**src/rtl/lsq_pkg.sv**
```systemverilog
// LSQ shared package: sizes, status and bus encodings, entry
// layout and the load alignment/extension helper.
package lsq_pkg;

   localparam int XLEN        = 32;
   localparam int PREG_NUMBER = 64;
   localparam int LSQ_DEPTH   = 8;
   localparam int PW          = $clog2(PREG_NUMBER);
   localparam int IW          = $clog2(LSQ_DEPTH);

   typedef enum logic [1:0] {
      FULL_NONE = 2'd0,
      ONE_LEFT  = 2'd1,
      FULL      = 2'd2
   } STRUCTURE_FULL;

   localparam logic [1:0] BUS_NONE  = 2'd0;
   localparam logic [1:0] BUS_LOAD  = 2'd1;
   localparam logic [1:0] BUS_STORE = 2'd2;

   localparam logic [1:0] SIZE_BYTE = 2'd0;
   localparam logic [1:0] SIZE_HALF = 2'd1;
   localparam logic [1:0] SIZE_WORD = 2'd2;

   localparam logic [6:0] OP_LOAD  = 7'b0000011;
   localparam logic [6:0] OP_STORE = 7'b0100011;

   typedef struct packed {
      logic            valid;
      logic            is_store;
      logic [2:0]      funct;
      logic [PW-1:0]   dest;
      logic            addr_valid;
      logic [XLEN-1:0] addr;
      logic [XLEN-1:0] data;
      logic            done;
      logic            retired;
   } lsq_entry_t;

   // Pick the addressed bytes out of the 64-bit beat and extend.
   function automatic logic [XLEN-1:0] load_align(
      input logic [63:0] raw,
      input logic [2:0]  off,
      input logic [2:0]  funct
   );
      logic [XLEN-1:0] w;
      logic [XLEN-1:0] r;
      w = XLEN'(raw >> {off, 3'b000});
      unique case (funct[1:0])
         SIZE_BYTE: r = funct[2] ?
            {{(XLEN-8){1'b0}}, w[7:0]} :
            {{(XLEN-8){w[7]}}, w[7:0]};
         SIZE_HALF: r = funct[2] ?
            {{(XLEN-16){1'b0}}, w[15:0]} :
            {{(XLEN-16){w[15]}}, w[15:0]};
         default:   r = w;
      endcase
      return r;
   endfunction

endpackage

```
**src/rtl/lsq.sv**
```systemverilog
// Load/store queue: circular buffer, in-order memory issue from
// the head with one outstanding request, CDB completion port.
module lsq
   import lsq_pkg::*;
(
   input  logic                      clk,
   input  logic                      reset,
   input  logic [1:0]                dispatch_mem_en_i,
   input  logic [1:0][2:0]           mem_funct_i,
   input  logic [1:0][6:0]           opcode_dispatch_i,
   input  logic [1:0][PW-1:0]        dispatch_dest_reg_i,
   input  logic                      execute_en_i,
   input  logic [XLEN-1:0]           opa,
   input  logic [XLEN-1:0]           opb,
   input  logic [XLEN-1:0]           rs2_value_i,
   input  logic [PW-1:0]             dest_reg_i,
   input  logic [1:0]                retire_mem_en_i,
   input  logic [1:0]                branch_recover_i,
   input  logic                      complete_en_i,
   output STRUCTURE_FULL             lsq_full,
   output logic                      ready_o,
   output logic                      done_o,
   output logic                      regfile_wr_en_o,
   output logic [PW-1:0]             dest_reg_o,
   output logic [XLEN-1:0]           result_o,
   input  logic                      mem_valid_i,
   input  logic [63:0]               mem_data_i,
   input  logic [3:0]                mem_response_i,
   input  logic [3:0]                mem_tag_i,
   output logic [XLEN-1:0]           mem_address_o,
   output logic [1:0]                mem_command_o,
   output logic [63:0]               mem_wdata_o,
   output logic [2:0]                mem_size_o,
   output logic [XLEN-1:0]           debug_store_data,
   output logic [XLEN-1:0]           debug_store_address
);

   lsq_entry_t      q [LSQ_DEPTH];
   logic [IW:0]     head, tail;
   logic            load_wait, load_have;
   logic [3:0]      load_tag;
   logic [XLEN-1:0] load_result;

   logic [IW:0]     count, free_slots, n_ret;
   logic [IW:0]     alloc_cnt, free_cnt;
   logic [IW-1:0]   hi, hi1, ti, p;
   logic [IW-1:0]   exec_idx, st_idx;
   logic [LSQ_DEPTH-1:0] ret_mark;
   logic [1:0]      ret_cnt, marked;
   logic            exec_hit, st_hit, flush;
   logic            a0, a1, ld_issue, st_issue;
   logic            accept, ld_return;
   logic            cmp_load, cmp_store;
   logic            head_ret, free0, free1;
   lsq_entry_t      h;
   logic            unused_ok;

   assign unused_ok = ^dest_reg_i;

   assign flush      = branch_recover_i != 2'b00;
   assign count      = tail - head;
   assign free_slots = (IW+1)'(LSQ_DEPTH) - count;
   assign hi         = head[IW-1:0];
   assign hi1        = hi + IW'(1);
   assign ti         = tail[IW-1:0];
   assign h          = q[hi];
   assign ret_cnt    = {1'b0, retire_mem_en_i[0]} +
                       {1'b0, retire_mem_en_i[1]};

   always_comb begin
      lsq_full = FULL_NONE;
      if (free_slots == '0)
         lsq_full = FULL;
      else if (free_slots == (IW+1)'(1))
         lsq_full = ONE_LEFT;
   end

   // Walk oldest-first: retire marking, exec target, store completion.
   always_comb begin
      ret_mark = '0;
      marked   = '0;
      n_ret    = '0;
      exec_hit = 1'b0;
      exec_idx = '0;
      st_hit   = 1'b0;
      st_idx   = '0;
      p        = '0;
      for (int i = 0; i < LSQ_DEPTH; i++) begin
         p = hi + IW'(i);
         if (q[p].valid) begin
            if (!q[p].retired && marked < ret_cnt) begin
               ret_mark[p] = 1'b1;
               marked      = marked + 2'd1;
            end
            if (q[p].retired || ret_mark[p])
               n_ret = n_ret + (IW+1)'(1);
            if (!exec_hit && !q[p].addr_valid) begin
               exec_hit = 1'b1;
               exec_idx = p;
            end
            if (!st_hit && q[p].is_store &&
                q[p].addr_valid && !q[p].done) begin
               st_hit = 1'b1;
               st_idx = p;
            end
         end
      end
   end

   assign a0 = dispatch_mem_en_i[0] && free_slots != '0 && !flush;
   assign a1 = dispatch_mem_en_i[1] && !flush &&
               free_slots > (IW+1)'(a0);
   assign alloc_cnt = (IW+1)'(a0) + (IW+1)'(a1);

   assign ld_issue = mem_valid_i && h.valid && !h.is_store &&
                     h.addr_valid && !h.done &&
                     !load_wait && !load_have;
   assign st_issue = mem_valid_i && h.valid && h.is_store &&
                     h.addr_valid && h.retired;
   assign accept   = (ld_issue || st_issue) && mem_response_i != 4'd0;
   assign ld_return = load_wait && load_tag != 4'd0 &&
                      mem_tag_i == load_tag;

   always_comb begin
      mem_command_o = BUS_NONE;
      mem_address_o = '0;
      mem_size_o    = '0;
      mem_wdata_o   = '0;
      if (ld_issue || st_issue) begin
         mem_command_o = ld_issue ? BUS_LOAD : BUS_STORE;
         mem_address_o = {h.addr[XLEN-1:3], 3'b000};
         mem_size_o    = {1'b0, h.funct[1:0]};
      end
      if (st_issue)
         mem_wdata_o = 64'(h.data) << {h.addr[2:0], 3'b000};
   end

   assign ready_o         = exec_hit;
   assign done_o          = load_have || st_hit;
   assign regfile_wr_en_o = load_have;
   assign dest_reg_o      = load_have ? h.dest :
                            st_hit ? q[st_idx].dest : '0;
   assign result_o        = load_have ? load_result : '0;
   assign cmp_load        = load_have && complete_en_i;
   assign cmp_store       = !load_have && st_hit && complete_en_i;

   assign head_ret = h.retired || ret_mark[hi];
   assign free0 = h.valid && ((st_issue && accept) ||
                  (!h.is_store && h.done && head_ret));
   assign free1 = free0 && q[hi1].valid && !q[hi1].is_store &&
                  q[hi1].done && (q[hi1].retired || ret_mark[hi1]);
   assign free_cnt = (IW+1)'(free0) + (IW+1)'(free1);

   always_ff @(posedge clk) begin
      if (reset) begin
         for (int i = 0; i < LSQ_DEPTH; i++)
            q[i] <= '0;
         head                <= '0;
         tail                <= '0;
         load_wait           <= 1'b0;
         load_have           <= 1'b0;
         load_tag            <= '0;
         load_result         <= '0;
         debug_store_data    <= '0;
         debug_store_address <= '0;
      end else begin
         for (int i = 0; i < LSQ_DEPTH; i++) begin
            if (ret_mark[i])
               q[i].retired <= 1'b1;
            if (flush && !(q[i].retired || ret_mark[i]))
               q[i].valid <= 1'b0;
         end
         if (execute_en_i && exec_hit && !flush) begin
            q[exec_idx].addr_valid <= 1'b1;
            q[exec_idx].addr       <= opa + opb;
            q[exec_idx].data       <= rs2_value_i;
         end
         if (cmp_load)
            q[hi].done <= 1'b1;
         if (cmp_store)
            q[st_idx].done <= 1'b1;
         if (free0)
            q[hi].valid <= 1'b0;
         if (free1)
            q[hi1].valid <= 1'b0;
         if (a0)
            q[ti] <= '{1'b1,
               opcode_dispatch_i[0] == OP_STORE,
               mem_funct_i[0], dispatch_dest_reg_i[0],
               1'b0, '0, '0, 1'b0, 1'b0};
         if (a1)
            q[ti + IW'(a0)] <= '{1'b1,
               opcode_dispatch_i[1] == OP_STORE,
               mem_funct_i[1], dispatch_dest_reg_i[1],
               1'b0, '0, '0, 1'b0, 1'b0};

         if (ld_issue && accept) begin
            load_wait <= 1'b1;
            load_tag  <= mem_response_i;
         end
         if (ld_return) begin
            load_wait   <= 1'b0;
            load_have   <= 1'b1;
            load_result <= load_align(mem_data_i,
                              h.addr[2:0], h.funct);
         end
         if (cmp_load)
            load_have <= 1'b0;
         // A squashed head load must not pick up its late data.
         if (flush && !head_ret) begin
            load_wait <= 1'b0;
            load_have <= 1'b0;
         end
         if (st_issue && accept) begin
            debug_store_data    <= h.data;
            debug_store_address <= h.addr;
         end

         head <= head + free_cnt;
         tail <= flush ? head + n_ret : tail + alloc_cnt;
      end
   end

endmodule

```
**config.mk**
```make
export PLATFORM = sky130hd
export DESIGN_NAME = lsq
export DESIGN_NICKNAME = d
export VERILOG_FILES = /design/src/rtl/lsq_pkg.sv /design/src/rtl/lsq.sv
export SDC_FILE = /design/constraint.sdc
export NUM_CORES = 2
export LEC_CHECK = 0
export BUFFER_PORTS_ARGS = -buffer_cell sky130_fd_sc_hd__buf_2
export CAP_MARGIN = 20
export CORE_MARGIN = 2
export CORE_UTILIZATION = 60
export CTS_BUF_LIST = sky130_fd_sc_hd__clkbuf_4
export CTS_CLUSTER_DIAMETER = 30
export DETAILED_ROUTE_END_ITERATION = 6
export PLACE_DENSITY = 0.81
export SYNTH_ARGS = -nofsm -noshare
export SYNTH_HDL_FRONTEND = slang
export SYNTH_SLANG_ARGS = --single-unit
```
**constraint.sdc**
```tcl
create_clock -name clk -period 15.5 [get_ports clk]
set_clock_uncertainty 0.15 [all_clocks]
set_input_delay 0.775 -clock clk [delete_from_list [all_inputs] [get_ports clk]]
set_output_delay 0.775 -clock clk [all_outputs]
set_load 0.02 [all_outputs]
```
-- Word level (Yosys, flattened, before mapping)
Memories as Yosys holds them, arrays and structs flattened. A register that Yosys moved wholly into a read port is not among the register bits.
Cells that the tools add are included.
Widths: inputs -> output; s select.
- bits in registers: 110
- RAM bits: 624
- memories: 1
- output and inout bits: 208
- $add $sub $neg: 30
- reduce and logical (&&, ||, !) cells: 165
- order comparisons: 25
- bitwise gates (word level): 23
- multiplexer cells: 256
- eq/ne operators: 5
- shift-type cells: 2
- memories (memory ; words ; bits a word ; read ports ; clocked after memory_dff ; write ports ; RTL line ; RTL):
    q ; 8 ; 78 ; 17 ; 1 ; 14 ; lsq.sv:38 ; lsq_entry_t q [LSQ_DEPTH];
- operators with widths (cell ; count):
    $mux 8 ; 24
    $mux 1 ; 142
    $mux 32 ; 4
    $mux 3 ; 33
    $logic_and 1x1->1 ; 85
    $mux 64 ; 1
    $pmux 32 s2 ; 1
    $shl 32x6->64 ; 1
    $shr 64x6->32 ; 1
    $mux 4 ; 15
    $or 8x8->8 ; 7
    $logic_not 1->1 ; 51
    $add 32x32->32 ; 1
    $lt 3x4->1 const B ; 8
    $mux 2 ; 16
    $bmux 1 s3 ; 10
    $add 4x1->4 const B ; 7
    $demux 1 s3 ; 8
    $ge 3x1->1 const B ; 8
    $logic_or 1x1->1 ; 21
    $or 1x1->1 ; 16
    $eq 7x6->1 const B ; 2
    $lt 2x2->1 ; 7
    $add 2x1->2 const B ; 6
    other kinds (20) ; 31

-- Logic depth before layout (Yosys ltp)
- depth in word-level cells: 51
- gate-level depth with buffers: 57
- depth with buffers taken out: 49

-- Least setup slack after synthesis
OpenSTA, ideal clock, no wires.
- path type: reg-to-reg
- start point: register head[0]
- end point: register tail[3]
- path slack: 2.985 ns
- buffers on the path: 7
- cell stages (with the launch flop): 55
- library setup time: 0.091 ns
- arrival time: 12.274 ns
- clock period less this slack: 12.515 ns
- path through: dfxtp_1 -> buf_6 -> inv_1 -> buf_1 -> clkbuf_1 -> clkbuf_1 -> ha_1 -> buf_4 -> inv_1 -> mux4_2 -> mux2i_4 -> clkbuf_1 -> a31oi_1 -> a21oi_1 -> buf_2 -> maj3_1 -> ha_1 -> nor2_1 -> [19 not listed] -> ha_1 -> a21oi_1 -> nand2_1 -> or4_4 -> nand3_1 -> a221oi_2 -> a221oi_2 -> mux2_2 -> ha_1 -> mux2_2 -> ha_1 -> a21o_1 -> a21oi_1 -> xnor2_1 -> xnor2_1 -> xnor2_1 -> or4_1 -> a311oi_1
- word-level cells in the longest chain between the ends: 41
- elaborated cells on any way between the ends: 173
- classes of those cells: 24 x add/sub; 23 x order compare; 84 x mux; 7 x bitwise; 34 x reduce/logical; 1 x memory
- ends and longest elaborated chain (element ; RTL line ; RTL):
    start, declared ; lsq.sv:39 ; logic [IW:0] head, tail;
    start signal, assigned ; lsq.sv:219 ; head <= head + free_cnt;
    branches (longest 40 deep; another with $lt 3x4->1) ; n/a ;
    $mux 4 * ; lsq.sv:220 ; tail <= flush ? head + n_ret : tail + alloc_cnt;
    end signal, assigned ; lsq.sv:220 ;
    end, declared ; lsq.sv:39 ;
Mark *: on every way between the ends. The select of a mux whose other input is x is not followed.
A chain may end at the register's enable or synchronous reset.

-- Worst setup path after layout
- start point: register head[1]
- end point: register tail[3]
The elaborated chain is that of the path after synthesis.

==> flow_metrics.tcl <==
set metrics [dict create \
    outcome "complete, but fails checks" \
    violations "design-rule violations" \
    p_total_mw 4.000 \
    grt_use_met2 0.5968 \
    setup_viol 0 \
    placed_cells 4847 \
    worstHoldPathCells 5 \
    reg2reg_depth 46 \
    hold_class "primary input to flop" \
    ff2ff_setup_slack_ns 1.52 \
    max_clock_freq_mhz 71.52 \
    coreArea_um2 63310 \
    path_class "flop to flop" \
    die_h_um 257.4 \
    avgSynthCellArea_um2 9.925 \
    r2r_start "head[1]$_SDFF_PP0_" \
    fin_cells 5241 \
    cp-end-kind "flop" \
    drtIter0Drc 5375 \
    ys_seq_elements 734 \
    synth_ff_type "dfxtp_1" \
    setup_tns_ns 0 \
    max_stage_delay_ns 0.90 \
    cts_resized 0 \
    yosys_warnings 0 \
    mostFrequentLayoutCell "dfxtp_1" \
    async_flop_share 0 \
    wirelength_mm 132.0 \
    drive_above_1_share 0.2456 \
    cts_inserted_buffers 188 \
    cellPowerDensity_nw_per_um2 90.76 \
    relSlewSlack 0.1781 \
    fp.dieW_um 257.4 \
    cap_violations 0 \
    clock_path_buffers 3 \
    min_period_over_period 0.9021 \
    dp_slack_ns 1.893 \
    synth_edf_count 80 \
    hold_end "load_result[10]$_SDFFE_PP0P_" \
    cpMostUsedCell "ha_1" \
    cp.arrival_ns 14.75 \
    syn_inst 3881 \
    wl_per_cell_um 25.19 \
    worst_pin_slew_ns 1.228 \
    cts.htree.levels 4 \
    met1_usage 0.4977 \
    worst_setup_path_start_kind "flop" \
    globalplace.congestion 1.022 \
    hold_viol 0 \
    ir_worst_vdd_mv 0.07130 \
    area_growth_pct 14.41 \
    path_buf_inv 1 \
    worstSkewPairLatency_ns 1.05 \
    clk_pin_slew_worst_paths_ns 0.07 \
    dpl.hpwl_mm 84.18 \
    viasPerCell 6.846 \
    ant_nets 0 \
    die_area_um2 66240 \
    grt_pass1_wl_mm 200.1 \
    drc_errors 10 \
    maxSlewViolCount 0 \
    cts_root_buf "clkbuf_4" \
    synth_cell_types 105 \
    yosysSeqAreaShare 0.4022 \
    cts.sinks 734 \
    grt_use_met3 0.1079 \
    cp.required_ns 16.26 \
    nets 4543 \
    critPathTopFamily "simple AND/OR/NAND/NOR gates" \
    hp-start "mem_data_i[50]" \
    antenna_found_initial 9 \
    syn_area_um2 38520 \
    grt_max_degree 86 \
    rows 92 \
    grt_busiest_layer "met2" \
    cts_tree "yes" \
    path_max_fanout 51 \
    cp_slowest_cell "xor2_2" \
    grt_pass1_vias 34540 \
    drt_pass1_iterations 7 \
    setup_slack_ns 1.517 \
    timing.rr.end "tail[3]$_SDFF_PP0_" \
    final_cell_mix "dfxtp_1 (651), a22o_1 (553), buf_2 (414)" \
    io_pins 425 \
    fin_crit_ns 13.98 \
    grt_overflow 0 \
    hold_ws_ns 0.1149 \
    track_usage 0.3873 \
    port_buffers 414 \
    power.leakage_nw 17.99 \
    initial_core_util 0.6084 \
    vias 35880 \
    rsz0062_at_grt "no" \
]
## worst min-delay path, cell delays in order
cell and delay [ns]:
buf_2 0.13, a21oi_1 0.11, o21ai_0 0.08, nand2_1 0.06, a211oi_1 0.06
## layout make-up
cell class                 instances  area (um2)
tap                              846        1059
fill                            4750       19240
sequential                       734       15500
antenna                            9       22.52
multi-input combinational       2709       21560
inverter                          82       310.3
clock inverter                    50       409.1
timing repair buffer             543        3198
clock buffer                     268        2012
## Yosys cell counts, types with 8 or more instances
cell,n,area [um2]
dfxtp_1,654,13090
a22o_1,553,4843
nor2_1,358,1344
nand2_1,327,1227
clkbuf_1,242,908.4
mux4_2,192,4324
a21oi_1,141,705.7
mux2i_1,127,1271
a211oi_1,103,773.2
o21ai_0,96,480.5
buf_1,92,345.3
edfxtp_1,80,2402
inv_1,77,289.0
ha_1,63,788.3
nor3_1,60,300.3
nand3_1,57,285.3
and2_1,51,319.1
xnor2_1,48,420.4
o22ai_1,41,256.5
nor2b_1,35,219.0
a31oi_1,28,175.2
nand2b_1,27,168.9
nand4_1,24,150.1
a22oi_1,22,165.2
and3_1,22,137.6
mux2_2,22,247.7
or3_1,20,125.1
a21o_1,19,142.6
or2_2,19,118.9
buf_2,18,90.09
nand3b_1,16,120.1
o21a_1,15,112.6
a221oi_1,13,113.9
o211ai_1,13,97.59
xor2_1,13,113.9
o31ai_1,12,90.09
nor3b_1,11,82.58
nand4b_1,8,70.07
nor4_1,8,50.05
o21ai_1,8,40.04
## where the power goes
part	switching, mW	internal (mW)
registers	0.00844	1.93
clock network	0.819	0.895
logic	0.240	0.108
## logic make-up after synthesis
family          share of synthesized area
compound gates                     0.2321
xor+xnor                          0.01605
fa+ha+maj                         0.02384
buf+inv                           0.04443
flops                              0.4022
mux                                0.1523
other cells                    0.00009735
simple gates                       0.1290
## how the worst max path moves through the flow
stage	startpoint	cells after the start	slack [ns]	end
floorplan	head[0]$_SDFF_PP0_	54	2.98	tail[3]$_SDFF_PP0_
global placement	head[1]$_SDFF_PP0_	46	2.03	tail[3]$_SDFF_PP0_
detailed placement	head[1]$_SDFF_PP0_	46	1.89	tail[3]$_SDFF_PP0_
CTS	head[1]$_SDFF_PP0_	46	1.84	tail[3]$_SDFF_PP0_
global route	head[1]$_SDFF_PP0_	46	0.81	tail[3]$_SDFF_PP0_
finish	head[1]$_SDFF_PP0_	46	1.52	tail[3]$_SDFF_PP0_
## routing by layer
metal  share of wire  wire length (um)
met1            0.38             49670
met2            0.45             59090
met3            0.12             16480
met4           0.051              6746
met5        0.000061                 8
## through the flow
step / area, um2 / util
floorplan: 38530 / -
global placement: 40970 / 0.6471
detailed placement: 40970 / 0.6471
CTS: 44020 / 0.6953
global route: 44060 / 0.6960
finish: 44070 / 0.6961
## sequential cells by signal, indices dropped and copies added (netlist names)
name,count
debug_store_data,32
load_wait,1
tail,4
debug_store_address,32
load_result,32
head,4
q,624
regfile_wr_en_o,1
load_tag,4
## repair_timing
action                    4_1_cts  5_1_grt
hold endpoints to repair      332        0
hold buffers                   63        0
buffers inserted                0        0
No activity file was read; power rests on OpenSTA's default activity.
